<file path="src/rtl/sga_render_pkg.sv">
// Shared definitions for the snake matrix renderer: FSM state codes and width helpers.
// The state codes double as the db_state values shown on the 7-segment debug display.
package sga_render_pkg;

    typedef enum logic [2:0] {
        ST_IDLE    = 3'd0,
        ST_CLEAR   = 3'd1,
        ST_READ    = 3'd2,
        ST_APPLE   = 3'd3,
        ST_PUBLISH = 3'd4
    } render_state_t;

    // Clamped to 1 so that degenerate sizes still produce a legal vector.
    function automatic int clog2_min1(input int value);
        return (value > 1) ? $clog2(value) : 1;
    endfunction

    function automatic int led_count(input int rows, input int cols);
        return rows * cols;
    endfunction

    function automatic int pos_w(input int rows, input int cols);
        return clog2_min1(rows * cols);
    endfunction

    function automatic int addr_w(input int max_size);
        return clog2_min1(max_size);
    endfunction

    function automatic int size_w(input int max_size);
        return clog2_min1(max_size + 1);
    endfunction

endpackage

</file>
<file path="src/rtl/snake_pos_decoder.sv">
// Combinational linear-index to one-hot LED decoder; indices outside the matrix
// decode to all zeros and raise oob.
module snake_pos_decoder #(
    parameter int NUM_LEDS = 36,
    parameter int POS_W    = 6
) (
    input  logic [POS_W-1:0]    idx,
    output logic [NUM_LEDS-1:0] onehot,
    output logic                oob
);

    always_comb begin
        onehot = '0;
        oob    = (32'(idx) >= NUM_LEDS);
        for (int i = 0; i < NUM_LEDS; i++) begin
            onehot[i] = (32'(idx) == i);
        end
    end

endmodule

</file>
<file path="src/rtl/snake_matrix_renderer.sv">
// Snake frame renderer: walks body RAM into a shadow frame, adds the apple, publishes atomically.
// Define APPLE_BLINK_EN to blink the apple every BLINK_DIV published frames.
module snake_matrix_renderer
    import sga_render_pkg::*;
#(
    parameter int ROWS      = 6,
    parameter int COLS      = 6,
    parameter int MAX_SIZE  = 16,
    parameter int BLINK_DIV = 4
) (
    input  logic                               clock,
    input  logic                               restart,
    input  logic                               start,
    input  logic [size_w(MAX_SIZE)-1:0]        size,
    output logic [addr_w(MAX_SIZE)-1:0]        rd_addr,
    input  logic [pos_w(ROWS, COLS)-1:0]       rd_data,
    input  logic [pos_w(ROWS, COLS)-1:0]       apple_pos,
    input  logic                               apple_vld,
    input  logic                               blank,
    output logic                               busy,
    output logic                               done,
    output logic [led_count(ROWS, COLS)-1:0]   leds,
    output logic                               err_oob,
    output logic [2:0]                         db_state
);

    localparam int NUM_LEDS = led_count(ROWS, COLS);
    localparam int POS_W    = pos_w(ROWS, COLS);
    localparam int ADDR_W   = addr_w(MAX_SIZE);
    localparam int SIZE_W   = size_w(MAX_SIZE);

    render_state_t state, next_state;

    logic [SIZE_W-1:0]   n_q;
    logic [SIZE_W-1:0]   paint_cnt;
    logic [SIZE_W-1:0]   n_clamped;
    logic [NUM_LEDS-1:0] shadow;
    logic [NUM_LEDS-1:0] seg_onehot;
    logic [NUM_LEDS-1:0] apple_onehot;
    logic                seg_oob;
    logic                apple_oob;
    logic                apple_show;

    assign n_clamped = (32'(size) > MAX_SIZE) ? SIZE_W'(MAX_SIZE) : size;
    assign busy      = (state != ST_IDLE);
    assign db_state  = state;

    snake_pos_decoder #(
        .NUM_LEDS (NUM_LEDS),
        .POS_W    (POS_W)
    ) u_seg_decoder (
        .idx    (rd_data),
        .onehot (seg_onehot),
        .oob    (seg_oob)
    );

    snake_pos_decoder #(
        .NUM_LEDS (NUM_LEDS),
        .POS_W    (POS_W)
    ) u_apple_decoder (
        .idx    (apple_pos),
        .onehot (apple_onehot),
        .oob    (apple_oob)
    );

`ifdef APPLE_BLINK_EN
    localparam int BLINK_W = clog2_min1(2 * BLINK_DIV);

    logic [BLINK_W-1:0] blink_cnt;

    // Counts published frames modulo 2*BLINK_DIV; first half of the period shows the apple.
    always_ff @(posedge clock) begin
        if (restart) begin
            blink_cnt <= '0;
        end else if (state == ST_PUBLISH) begin
            if (32'(blink_cnt) == 2 * BLINK_DIV - 1) begin
                blink_cnt <= '0;
            end else begin
                blink_cnt <= blink_cnt + BLINK_W'(1);
            end
        end
    end

    assign apple_show = apple_vld && (32'(blink_cnt) < BLINK_DIV);
`else
    // Without blinking the apple is always shown; a zero divider hides it entirely.
    assign apple_show = apple_vld && (BLINK_DIV > 0);
`endif

    always_ff @(posedge clock) begin
        if (restart) begin
            state <= ST_IDLE;
        end else begin
            state <= next_state;
        end
    end

    always_comb begin
        next_state = state;
        case (state)
            ST_IDLE: begin
                if (start) begin
                    next_state = ST_CLEAR;
                end
            end
            ST_CLEAR: begin
                next_state = (n_q != '0) ? ST_READ : ST_APPLE;
            end
            ST_READ: begin
                if (paint_cnt == n_q - SIZE_W'(1)) begin
                    next_state = ST_APPLE;
                end
            end
            ST_APPLE:   next_state = ST_PUBLISH;
            ST_PUBLISH: next_state = ST_IDLE;
            default:    next_state = ST_IDLE;
        endcase
    end

    // Address 0 is presented during CLEAR so the first READ cycle already has its data;
    // from then on each READ cycle paints the entry fetched for the previous address.
    always_ff @(posedge clock) begin
        if (restart) begin
            n_q       <= '0;
            paint_cnt <= '0;
            shadow    <= '0;
            leds      <= '0;
            done      <= 1'b0;
            err_oob   <= 1'b0;
            rd_addr   <= '0;
        end else begin
            done <= 1'b0;
            case (state)
                ST_IDLE: begin
                    if (start) begin
                        n_q     <= n_clamped;
                        rd_addr <= '0;
                    end
                end
                ST_CLEAR: begin
                    shadow    <= '0;
                    paint_cnt <= '0;
                    rd_addr   <= ADDR_W'(1);
                end
                ST_READ: begin
                    shadow    <= shadow | seg_onehot;
                    paint_cnt <= paint_cnt + SIZE_W'(1);
                    rd_addr   <= rd_addr + ADDR_W'(1);
                    if (seg_oob) begin
                        err_oob <= 1'b1;
                    end
                end
                ST_APPLE: begin
                    if (apple_show) begin
                        shadow <= shadow | apple_onehot;
                    end
                    if (apple_vld && apple_oob) begin
                        err_oob <= 1'b1;
                    end
                end
                ST_PUBLISH: begin
                    leds    <= blank ? '0 : shadow;
                    done    <= 1'b1;
                    rd_addr <= '0;
                end
                default: begin
                    n_q <= n_q;
                end
            endcase
        end
    end

endmodule

</file>
<file path="config.mk">
export PLATFORM = sky130hd
export DESIGN_NAME = snake_matrix_renderer
export DESIGN_NICKNAME = d
export VERILOG_FILES = /design/src/rtl/sga_render_pkg.sv /design/src/rtl/snake_pos_decoder.sv /design/src/rtl/snake_matrix_renderer.sv
export SDC_FILE = /design/constraint.sdc
export NUM_CORES = 1
export LEC_CHECK = 0
export BUFFER_PORTS_ARGS = -buffer_cell sky130_fd_sc_hd__buf_4
export CAP_MARGIN = 20
export CORE_MARGIN = 2
export CORE_UTILIZATION = 40
export CTS_BUF_LIST = sky130_fd_sc_hd__clkbuf_4
export DETAILED_ROUTE_END_ITERATION = 8
export HOLD_SLACK_MARGIN = 0.05
export PLACE_DENSITY = 0.64
export SYNTH_ARGS = -nofsm -noshare
export SYNTH_HDL_FRONTEND = slang
export SYNTH_SLANG_ARGS = --single-unit
</file>
<file path="constraint.sdc">
create_clock -name clock -period 3.52 [get_ports clock]
set_clock_uncertainty 0.1 [all_clocks]
set_input_delay 0.352 -clock clock [delete_from_list [all_inputs] [get_ports clock]]
set_output_delay 0.352 -clock clock [all_outputs]
set_load 0.01 [all_outputs]
</file>
==> impl_metrics.tcl, run 1 <==
set metrics [dict create \
    ys_top_cells_by_count "dfxtp_1 (91), a22o_1 (44), nand2_1 (31)" \
    grt-ovfl-total 0 \
    finalCritPeriodShare_pct 72.77 \
    worst_ep_required_time_ns 3.72 \
    grt_first_pass_wirelength_mm 14.59 \
    relSlewSlack_pct 40.24 \
    cts.htree.levels 3 \
    setup_violations 0 \
    syn_nets 418 \
    power_density_nw_per_um2 482.5 \
    clk_path_buf_depth 2 \
    fin_cells 562 \
    ir_drop_uv 404.5 \
    core_area_um2 9196 \
    crit_start "db_state[0]" \
    tritoncts "yes" \
    grtUsageTotal_pct 17.80 \
    setup.worst_path.end "shadow[31]" \
    period_needed_ns 2.562 \
    remaining_drc_errors 0 \
    gp_congestion 0.8244 \
    antenna_found_initial 0 \
    status "finished, final reports clean" \
    regArea_um2 1822 \
    ys_ff_latch 91 \
    ctsHoldBuffers 0 \
    wirelength_mm 8.835 \
    cts-resized-gates 0 \
    whs_path_depth 3 \
    grt_pass1_vias 2870 \
    pin_count 68 \
    worstSetupPathType "flop to flop" \
    dpl_cell_area_um2 4334 \
    arrival_ns 2.77 \
    r2r-end "shadow[31]" \
    fmax_ghz 0.3904 \
    io_buffers 67 \
    drtIter0Drc 203 \
    area.growth.synth_to_final_pct 17.36 \
    clkTransAtPathRegs_ns 0.14 \
    routed_via_density 5.525 \
    cp-end-kind "flop" \
    vias 3105 \
    synth_top_cell_area_share_pct 48.05 \
    leakage_nw 1.744 \
    synthArstFlopShare_pct 0 \
    synth_edf_count 0 \
    yosys_warnings 0 \
    fin_tns_setup_ns 0 \
    drtAntennaViolNets 0 \
    r2r_start "db_state[0]" \
    fin_area_um2 4449 \
    drv_slew 0 \
    yosysMostFrequentCell "dfxtp_1" \
    nFillCells 900 \
    min_from "size[4]" \
    dp.final_hpwl_mm 6.295 \
    yosys.cell_types.count 53 \
    dp_cells 547 \
    cts-root-buf "clkbuf_4" \
    r2r_cells 4 \
    rsz0062_at_grt "no" \
    drive_gt1_share_pct 22.84 \
    worstSkewPairLatency_ns 0.41 \
    die_y_um 101.4 \
    finalHoldViolCount 0 \
    antenna_cells 0 \
    routedWlPerCell_um 15.72 \
    synth.avg_cell_area_um2 9.647 \
    critPathLaunchType "flop" \
    tightestPinTransition_ns 0.8952 \
    ys.flop_type "dfxtp_1" \
    die_w_um 101.4 \
    start_util_pct 41.22 \
    synth-seq-area-share_pct 48.05 \
    synth_area_um2 3791 \
    synth_area_leaders "dfxtp_1 (48%), a22o_1 (10%), nand2_1 (3.1%)" \
    rows 35 \
    holdWs_ns 0.09683 \
    min_path_type "input pin to flop" \
    post_cts_buffers 0 \
    dieArea_um2 10270 \
    fin_nets 472 \
    yosys.area.top_type "dfxtp_1" \
    cts_made_buffers 9 \
    grt_max_degree 37 \
    max_cap_viol_count 0 \
    synthCells 393 \
    cts_sinks 91 \
    dr.pass1.iters 5 \
    reg2reg_slack_ns 0.96 \
    crit_fanout 29 \
    multi_input_area_um2 1821 \
]
==> cell usage in the layout, fill, tap and decap left out, types with 5 or more instances in the layout <==
master    netlist  routed
nor3_1          7       7
nand2_1        31      31
a31oi_1        13      13
clkbuf_4        0      10
o21ai_1         9       9
dfxtp_1        91      91
nor4b_1         6       6
and3_1          5       5
xnor2_1         7       7
o21ai_0        21      21
a22o_1         44      44
nand3_1         6       6
nor2_1         24      24
a21oi_1        20      18
nand3b_1        6       6
o21a_1          5       5
buf_4           6      69
mux2_2          5       5
nand2b_1        6       6
nor3b_1         8       8
==> how the worst min path moves through the flow <==
| stage | slack, ns | end |
|---|---|---|
| after floorplan | 0.32 | shadow[0] |
| after global placement | 0.34 | shadow[0] |
| after detailed placement | 0.35 | shadow[27] |
| after CTS | 0.06 | n_q[4] |
| after global routing | 0.07 | n_q[4] |
| final | 0.1 | n_q[4] |
==> report_power, final <==
group,internal (W),switching [W]
Clock,0.000155,0.000346
Sequential,0.00106,0.000102
Combinational,0.000203,0.000275
==> layout make-up <==
class                   instances  share of cell area (%)
multi-input cells             271                   40.92
clock inverters                 5                  0.8999
clock buffers                  10                   1.687
repair buffers                 70                   12.09
well taps                     111                   3.121
flip-flops and latches         91                   40.94
inverters                       4                  0.3375
==> routing by layer <==
metal	share of wire, %	wire [um]	track usage, %
met2	46	4099	27.76
met5	0	0	0
met1	50	4382	25.08
met4	0.60	53	4.678
met3	3.4	300	3.865
==> flip-flops by register name (all words and copies together), names as in the netlist <==
register / count
db_state: 3
done: 1
err_oob: 1
leds: 36
n_q: 5
paint_cnt: 5
rd_addr: 4
shadow: 36
==> cell families (layout without fill, tap and decap cells) <==
logic type,after synthesis,in the layout,share of synthesized area (%)
adders and majority gates,3,3,0.9902
DFF,91,91,48.05
AOI/OAI and AO/OA,126,126,23.23
buffers and inverters,31,89,4.290
muxes,9,9,2.541
xor gates and xnor gates,8,8,1.848
and+or+nand+nor,125,125,19.04
==> worst max-delay path: stages, from the launching register on <==
cell      delay [ns]
dfxtp_1         0.93
nand3b_2        0.52
and3_1          0.37
o21ai_0         0.37
o21ai_0         0.16
==> metrics by stage <==
step           utilization [%]  worst slack, ns  power, W
2_1_floorplan                -            1.866  0.001537
3_3_place_gp             47.13            1.061  0.001654
3_5_place_dp             47.13           0.9485  0.001666
4_1_cts                  48.38           0.9382  0.002168
5_1_grt                  48.38           0.6598  0.002270
6_report                 48.38           0.9584  0.002147
Note: power is estimated with default switching activity, not from simulation.
==> inputs of run 2 (changes only) <==
--- a/config.mk
+++ b/config.mk
@@ -5,6 +5,7 @@
 export SDC_FILE = /design/constraint.sdc
 export NUM_CORES = 1
 export LEC_CHECK = 0
+export ABC_AREA = 1
 export BUFFER_PORTS_ARGS = -buffer_cell sky130_fd_sc_hd__buf_4
 export CAP_MARGIN = 20
 export CORE_MARGIN = 2
@@ -12,7 +13,7 @@
 export CTS_BUF_LIST = sky130_fd_sc_hd__clkbuf_4
 export DETAILED_ROUTE_END_ITERATION = 8
 export HOLD_SLACK_MARGIN = 0.05
-export PLACE_DENSITY = 0.64
+export PLACE_DENSITY = 0.65
 export SYNTH_ARGS = -nofsm -noshare
 export SYNTH_HDL_FRONTEND = slang
 export SYNTH_SLANG_ARGS = --single-unit
==> constraint.sdc (replaced) <==
create_clock -name clock -period 2.4 [get_ports clock]
set_clock_uncertainty 0.1 [all_clocks]
set_input_delay 0.24 -clock clock [delete_from_list [all_inputs] [get_ports clock]]
set_output_delay 0.24 -clock clock [all_outputs]
set_load 0.01 [all_outputs]
==> impl_metrics.tcl, run 2 <==
set metrics [dict create \
    yosys.cell_types.count 30 \
    synth_top_cell_area_share_pct 48.70 \
    layout_common_cells "dfxtp_1 (91), nand2_1 (80), buf_4 (71)" \
    yosys_warnings 0 \
    yosysMostFrequentCell "dfxtp_1" \
    final_common_cell "dfxtp_1" \
    tightestPinTransition_ns 0.6561 \
    synth_edf_count 0 \
    wirelength_mm 8.503 \
    leakage_nw 1.827 \
    synthMuxAreaShare_pct 0 \
    grt_pass1_vias 3123 \
    fin_tns_setup_ns 0 \
    rows 35 \
    syn_nets 503 \
    post_cts_buffers 0 \
    synth_top_family_by_area "simple AND/OR/NAND/NOR gates" \
    cts_made_buffers 9 \
    worst_ep_required_time_ns 2.67 \
    area.growth.synth_to_final_pct 22.71 \
    synth-seq-area-share_pct 48.70 \
    relSlewSlack_pct 56.20 \
    fmax_ghz 0.4801 \
    grtUsageTotal_pct 17.89 \
    cts-root-buf "clkbuf_4" \
    worstSetupPathType "flop to flop" \
    dieArea_um2 10140 \
    synth_area_um2 3741 \
    max_cap_viol_count 0 \
    gp_congestion 0.8194 \
    critPathLaunchType "flop" \
    ys_ff_latch 91 \
    synth_xor_area_share_pct 0.9365 \
    top_regs "leds x36, shadow x36" \
    ys.flop_type "dfxtp_1" \
    routed_via_density 4.980 \
    cts.htree.levels 3 \
    period_needed_ns 2.083 \
    vias 3312 \
    fin_nets 573 \
    cp-end-kind "flop" \
    rsz0062_at_grt "no" \
    drtIter0Drc 240 \
    arrival_ns 2.36 \
    final_core_util_pct 50.16 \
    synth_compound_area_share_pct 17.53 \
    clkTransAtPathRegs_ns 0.15 \
    yosys.area.top_type "dfxtp_1" \
    ir_drop_uv 326.4 \
    start_util_pct 40.87 \
    crit_fanout 8 \
    antenna_found_initial 1 \
    io_buffers 67 \
    pin_count 68 \
    drv_slew 0 \
    cts_sinks 91 \
    synthArstFlopShare_pct 0 \
    nFillCells 874 \
    drtAntennaViolNets 0 \
    clk_path_buf_depth 2 \
    power_density_nw_per_um2 673.1 \
    grt-ovfl-total 0 \
    finalCritPeriodShare_pct 86.79 \
    synthAdderAreaFrac_pct 1.003 \
    synth_area_leaders "dfxtp_1 (49%), nand2_1 (8.0%), o31ai_1 (7.4%)" \
    die_w_um 100.7 \
    status "finished, final reports clean" \
    ys_top_cells_by_count "dfxtp_1 (91), nand2_1 (80), inv_1 (65)" \
    remaining_drc_errors 0 \
    grt_first_pass_wirelength_mm 14.51 \
    routedWlPerCell_um 12.79 \
    min_path_type "input pin to flop" \
    finalHoldViolCount 0 \
    dr.pass1.iters 4 \
    worstSkewPairLatency_ns 0.44 \
    die_y_um 100.7 \
    synthCells 478 \
    synth.avg_cell_area_um2 7.827 \
    synthSimpleGateAreaFrac_pct 21.94 \
    dp.final_hpwl_mm 6.117 \
    tritoncts "yes" \
    grt_max_degree 37 \
    drive_gt1_share_pct 20.07 \
    core_area_um2 9153 \
    setup_violations 0 \
]
run 2: changes by cell type after synthesis, moves of 14 or more:
cell,delta
a21oi_1,+28
a22o_1,-44
inv_1,+61
nand2_1,+49
nand3_1,+47
o21ai_0,-14
o31ai_1,+35
run 2: area by class of cell:
cell class / count / area [um^2] / area share (%)
flip-flops and latches: 91 / 1822 / 39.68
multi-input cells: 296 / 1554 / 33.85
repair buffers: 82 / 643.1 / 14.01
inverters: 68 / 255.2 / 5.560
well taps: 111 / 138.9 / 3.025
clock inverters: 7 / 107.6 / 2.344
clock buffers: 9 / 67.56 / 1.472
diodes: 1 / 2.502 / 0.05451
run 2: timing repair:
| action | 4_1_cts | 5_1_grt |
|---|---|---|
| endpoints found under the setup margin | 0 | 2 |
| hold buffers | 11 | 0 |
| endpoints found under the hold margin | 17 | 0 |
| gates resized for setup | 0 | 1 |
run 2: worst paths after layout:
check | start | depth (start not counted) | endpoint | slack (ns)
setup reg to reg | db_state[0] | 6 | n_q[2] | 0.32
hold / removal | size[0] | 5 | n_q[0] | 0.08
hold reg to reg | shadow[3] | 2 | shadow[3] | 0.37
setup / recovery | db_state[0] | 6 | n_q[2] | 0.32
run 2: cells by family after synthesis:
kind of cell / count (synthesis)
AOI/OAI and AO/OA: 105
buffers and inverters: 91
adders and majority gates: 3
xor gates and xnor gates: 4
and+or+nand+nor: 184
DFF: 91
run 2: metal layers:
metal	GRT usage, %	vias up	wire [um]
met1	24.48	1502	4168
met3	4.161	9	485
li1	-	1715	-
met5	0	-	0
met2	27.90	86	3736
met4	5.796	0	111
run 2: power by group:
part	switching (W)	total [W]	internal, W
registers	0.0000402	0.00159	0.00155
logic	0.000344	0.000524	0.000180
clock network	0.000536	0.000977	0.000440
run 2: through the flow:
| step | worst slack, ns | instances | hold slack (ns) | power [W] | area, um^2 |
|---|---|---|---|---|---|
| final | 0.3170 | 665 | 0.08092 | 0.003090 | 4591 |
| after global routing | 0.05740 | 665 | 0.1053 | 0.003263 | 4591 |
| after CTS | 0.2103 | 664 | 0.05087 | 0.003120 | 4583 |
| after detailed placement | 0.6443 | 637 | 0.3520 | 0.002124 | 4298 |
| after global placement | 0.6653 | 637 | 0.3440 | 0.002118 | 4298 |
| after floorplan | 0.8769 | 478 | 0.2828 | 0.001978 | 3741 |
run 2: worst max-delay path, stage by stage (launching register included):
cell	delay (ns)
dfxtp_1	0.40
nor2_1	0.29
nand3_2	0.25
nor2_1	0.24
nand2_1	0.07
dlygate4sd3_1	0.56
a21oi_1	0.11
==> inputs of run 3 (changes only) <==
--- a/config.mk
+++ b/config.mk
@@ -13,7 +13,9 @@
 export CTS_BUF_LIST = sky130_fd_sc_hd__clkbuf_4
 export DETAILED_ROUTE_END_ITERATION = 8
 export HOLD_SLACK_MARGIN = 0.05
-export PLACE_DENSITY = 0.65
+export PLACE_DENSITY = 0.63
+export SETUP_SLACK_MARGIN = 0.3
 export SYNTH_ARGS = -nofsm -noshare
 export SYNTH_HDL_FRONTEND = slang
+export SYNTH_HIERARCHICAL = 1
 export SYNTH_SLANG_ARGS = --single-unit
==> constraint.sdc (replaced) <==
create_clock -name clock -period 2.6 [get_ports clock]
set_clock_uncertainty 0.1 [all_clocks]
set_input_delay 0.26 -clock clock [delete_from_list [all_inputs] [get_ports clock]]
set_output_delay 0.26 -clock clock [all_outputs]
set_load 0.01 [all_outputs]
==> impl_metrics.tcl, run 3 <==
set metrics [dict create \
    status "finished, final reports clean" \
    ir_drop_uv 478.3 \
    core_area_um2 10890 \
    finalCritPeriodShare_pct 72.97 \
    reg2reg_slack_ns 0.70 \
    power_density_nw_per_um2 693.3 \
    worstSetupPathType "flop to flop" \
    yosys_warnings 6 \
    dp.final_hpwl_mm 8.168 \
    cts_made_buffers 9 \
    p_total_w 0.003660 \
    cts-root-buf "clkbuf_4" \
    vias 4226 \
    synthCells 616 \
    dr.pass1.iters 4 \
    routed_via_density 5.173 \
    synth_area_leaders "dfxtp_1 (41%), nor2_1 (7.9%), o211ai_1 (6.2%)" \
    die_w_um 110 \
    tritoncts "yes" \
    yosys.area.top_type "dfxtp_1" \
    layout_common_cells "nor2_1 (95), dfxtp_1 (91), buf_4 (73)" \
    start_util_pct 41.28 \
    ys_top_cells_by_count "nor2_1 (95), dfxtp_1 (91), nand2_1 (72)" \
    cp-end-kind "flop" \
    clk_path_buf_depth 2 \
    synth_top_cell_area_share_pct 40.53 \
    r2r_start "db_state[0]" \
    clkTransAtPathRegs_ns 0.13 \
    rows 38 \
    gp_congestion 0.8793 \
    top_regs "leds x36, shadow x36" \
    fmax_ghz 0.5271 \
    synth_area_um2 4494 \
    crit_fanout 38 \
    whs_path_depth 5 \
    drtAntennaViolNets 0 \
    holdWs_ns 0.1442 \
    period_needed_ns 1.897 \
    cts_sinks 91 \
    yosysMostFrequentCell "nor2_1" \
    arrival_ns 2.12 \
    fin_nets 698 \
    min_to "err_oob" \
    leakage_nw 2.162 \
    min_from "apple_vld" \
    synthArstFlopShare_pct 0 \
    min_path_type "input pin to flop" \
    cts.htree.levels 3 \
    ys_ff_latch 91 \
    max_cap_viol_count 0 \
    grt_max_degree 39 \
    yosys.cell_types.count 29 \
    routedWlPerCell_um 13.78 \
    grtUsageTotal_pct 19.34 \
    worstSkewPairLatency_ns 0.43 \
    remaining_drc_errors 0 \
    synth.avg_cell_area_um2 7.296 \
    grt_first_pass_wirelength_mm 18.27 \
    relSlewSlack_pct 54.48 \
    drv_slew 0 \
    drtIter0Drc 196 \
    die_y_um 110 \
    synth_edf_count 0 \
    critPathLaunchType "flop" \
    drive_gt1_share_pct 20.83 \
    r2r_cells 6 \
    fin_tns_setup_ns 0 \
    wirelength_mm 11.26 \
    final_common_cell "nor2_1" \
    antenna_found_initial 0 \
    pin_count 68 \
    synth-seq-area-share_pct 40.53 \
    antenna_cells 0 \
    dieArea_um2 12100 \
    setup_violations 0 \
    r2r-end "shadow[13]" \
    grt-ovfl-total 0 \
    finalHoldViolCount 0 \
    nFillCells 1114 \
    area.growth.synth_to_final_pct 17.46 \
    tightestPinTransition_ns 0.6829 \
    worst_ep_required_time_ns 2.82 \
    ys.flop_type "dfxtp_1" \
    rsz0062_at_grt "no" \
    syn_nets 641 \
    grt_pass1_vias 3915 \
    io_buffers 67 \
]
-- run 3: cell families (layout without fill, tap and decap cells) --
logic type | count (synthesis) | in the layout | share of synthesized area [%]
and+or+nand+nor | 270 | 270 | 27.23
AOI/OAI and AO/OA | 141 | 141 | 20.32
buffers and inverters | 109 | 170 | 10.69
DFF | 91 | 91 | 40.53
adders and majority gates | 3 | 3 | 0.8353
xor gates and xnor gates | 2 | 2 | 0.3898
-- run 3: through the flow --
step           utilization [%]  area (um^2)  setup WS (ns)  cells
3_3_place_gp             46.13         5022         0.7919    796
4_1_cts                  48.48         5279         0.6929    817
5_1_grt                  48.48         5279         0.4756    817
3_5_place_dp             46.13         5022         0.7208    796
6_report                 48.48         5279         0.7027    817
2_1_floorplan                -         4494          1.059    616
-- run 3: layer usage --
metal | part of all wire, % | up-vias | GRT usage [%]
met3 | 4.7 | 8 | 3.762
met5 | 0 | - | 0
met2 | 48 | 91 | 33.83
met1 | 46 | 1971 | 24.32
li1 | - | 2156 | -
met4 | 0.98 | 0 | 4.882
-- run 3: where the power goes --
part	internal [W]	switching (W)	total [W]
Sequential	0.00150	0.0000664	0.00156
Combinational	0.000364	0.000711	0.00107
Clock	0.000574	0.000449	0.00102
-- run 3: cell type report --
type                            instances  area (um^2)  area share [%]
Multi-Input combinational cell        416         2192           41.53
Sequential cell                        91         1822           34.51
Timing Repair Buffer                   79        608.1           11.52
Inverter                               76        285.3           5.404
Tap cell                              140        175.2           3.318
Clock inverter                          6        128.9           2.441
Clock buffer                            9        67.56           1.280
-- run 3: worst max-delay path by stage --
stage	startpoint	end	slack (ns)	cells past startpoint
2_1_floorplan	db_state[0]	shadow[26]	1.06	7
3_3_place_gp	db_state[0]	shadow[8]	0.79	6
3_5_place_dp	db_state[0]	shadow[13]	0.72	6
4_1_cts	db_state[0]	shadow[13]	0.69	6
5_1_grt	db_state[0]	shadow[13]	0.48	6
6_report	db_state[0]	shadow[13]	0.70	6
-- run 3: worst max-delay path: stages (launching register included) --
cell,delay [ns]
dfxtp_1,0.44
nand2_1,0.14
nor2_1,0.13
buf_4,0.29
inv_2,0.30
o211ai_1,0.28
a21oi_1,0.09
-- run 3: repair_timing --
| action | 4_1_cts | 5_1_grt |
|---|---|---|
| hold buffers | 6 | 0 |
| gates resized for setup | 0 | 0 |
| buffers inserted | 0 | 0 |
| hold endpoints to repair | 16 | 0 |
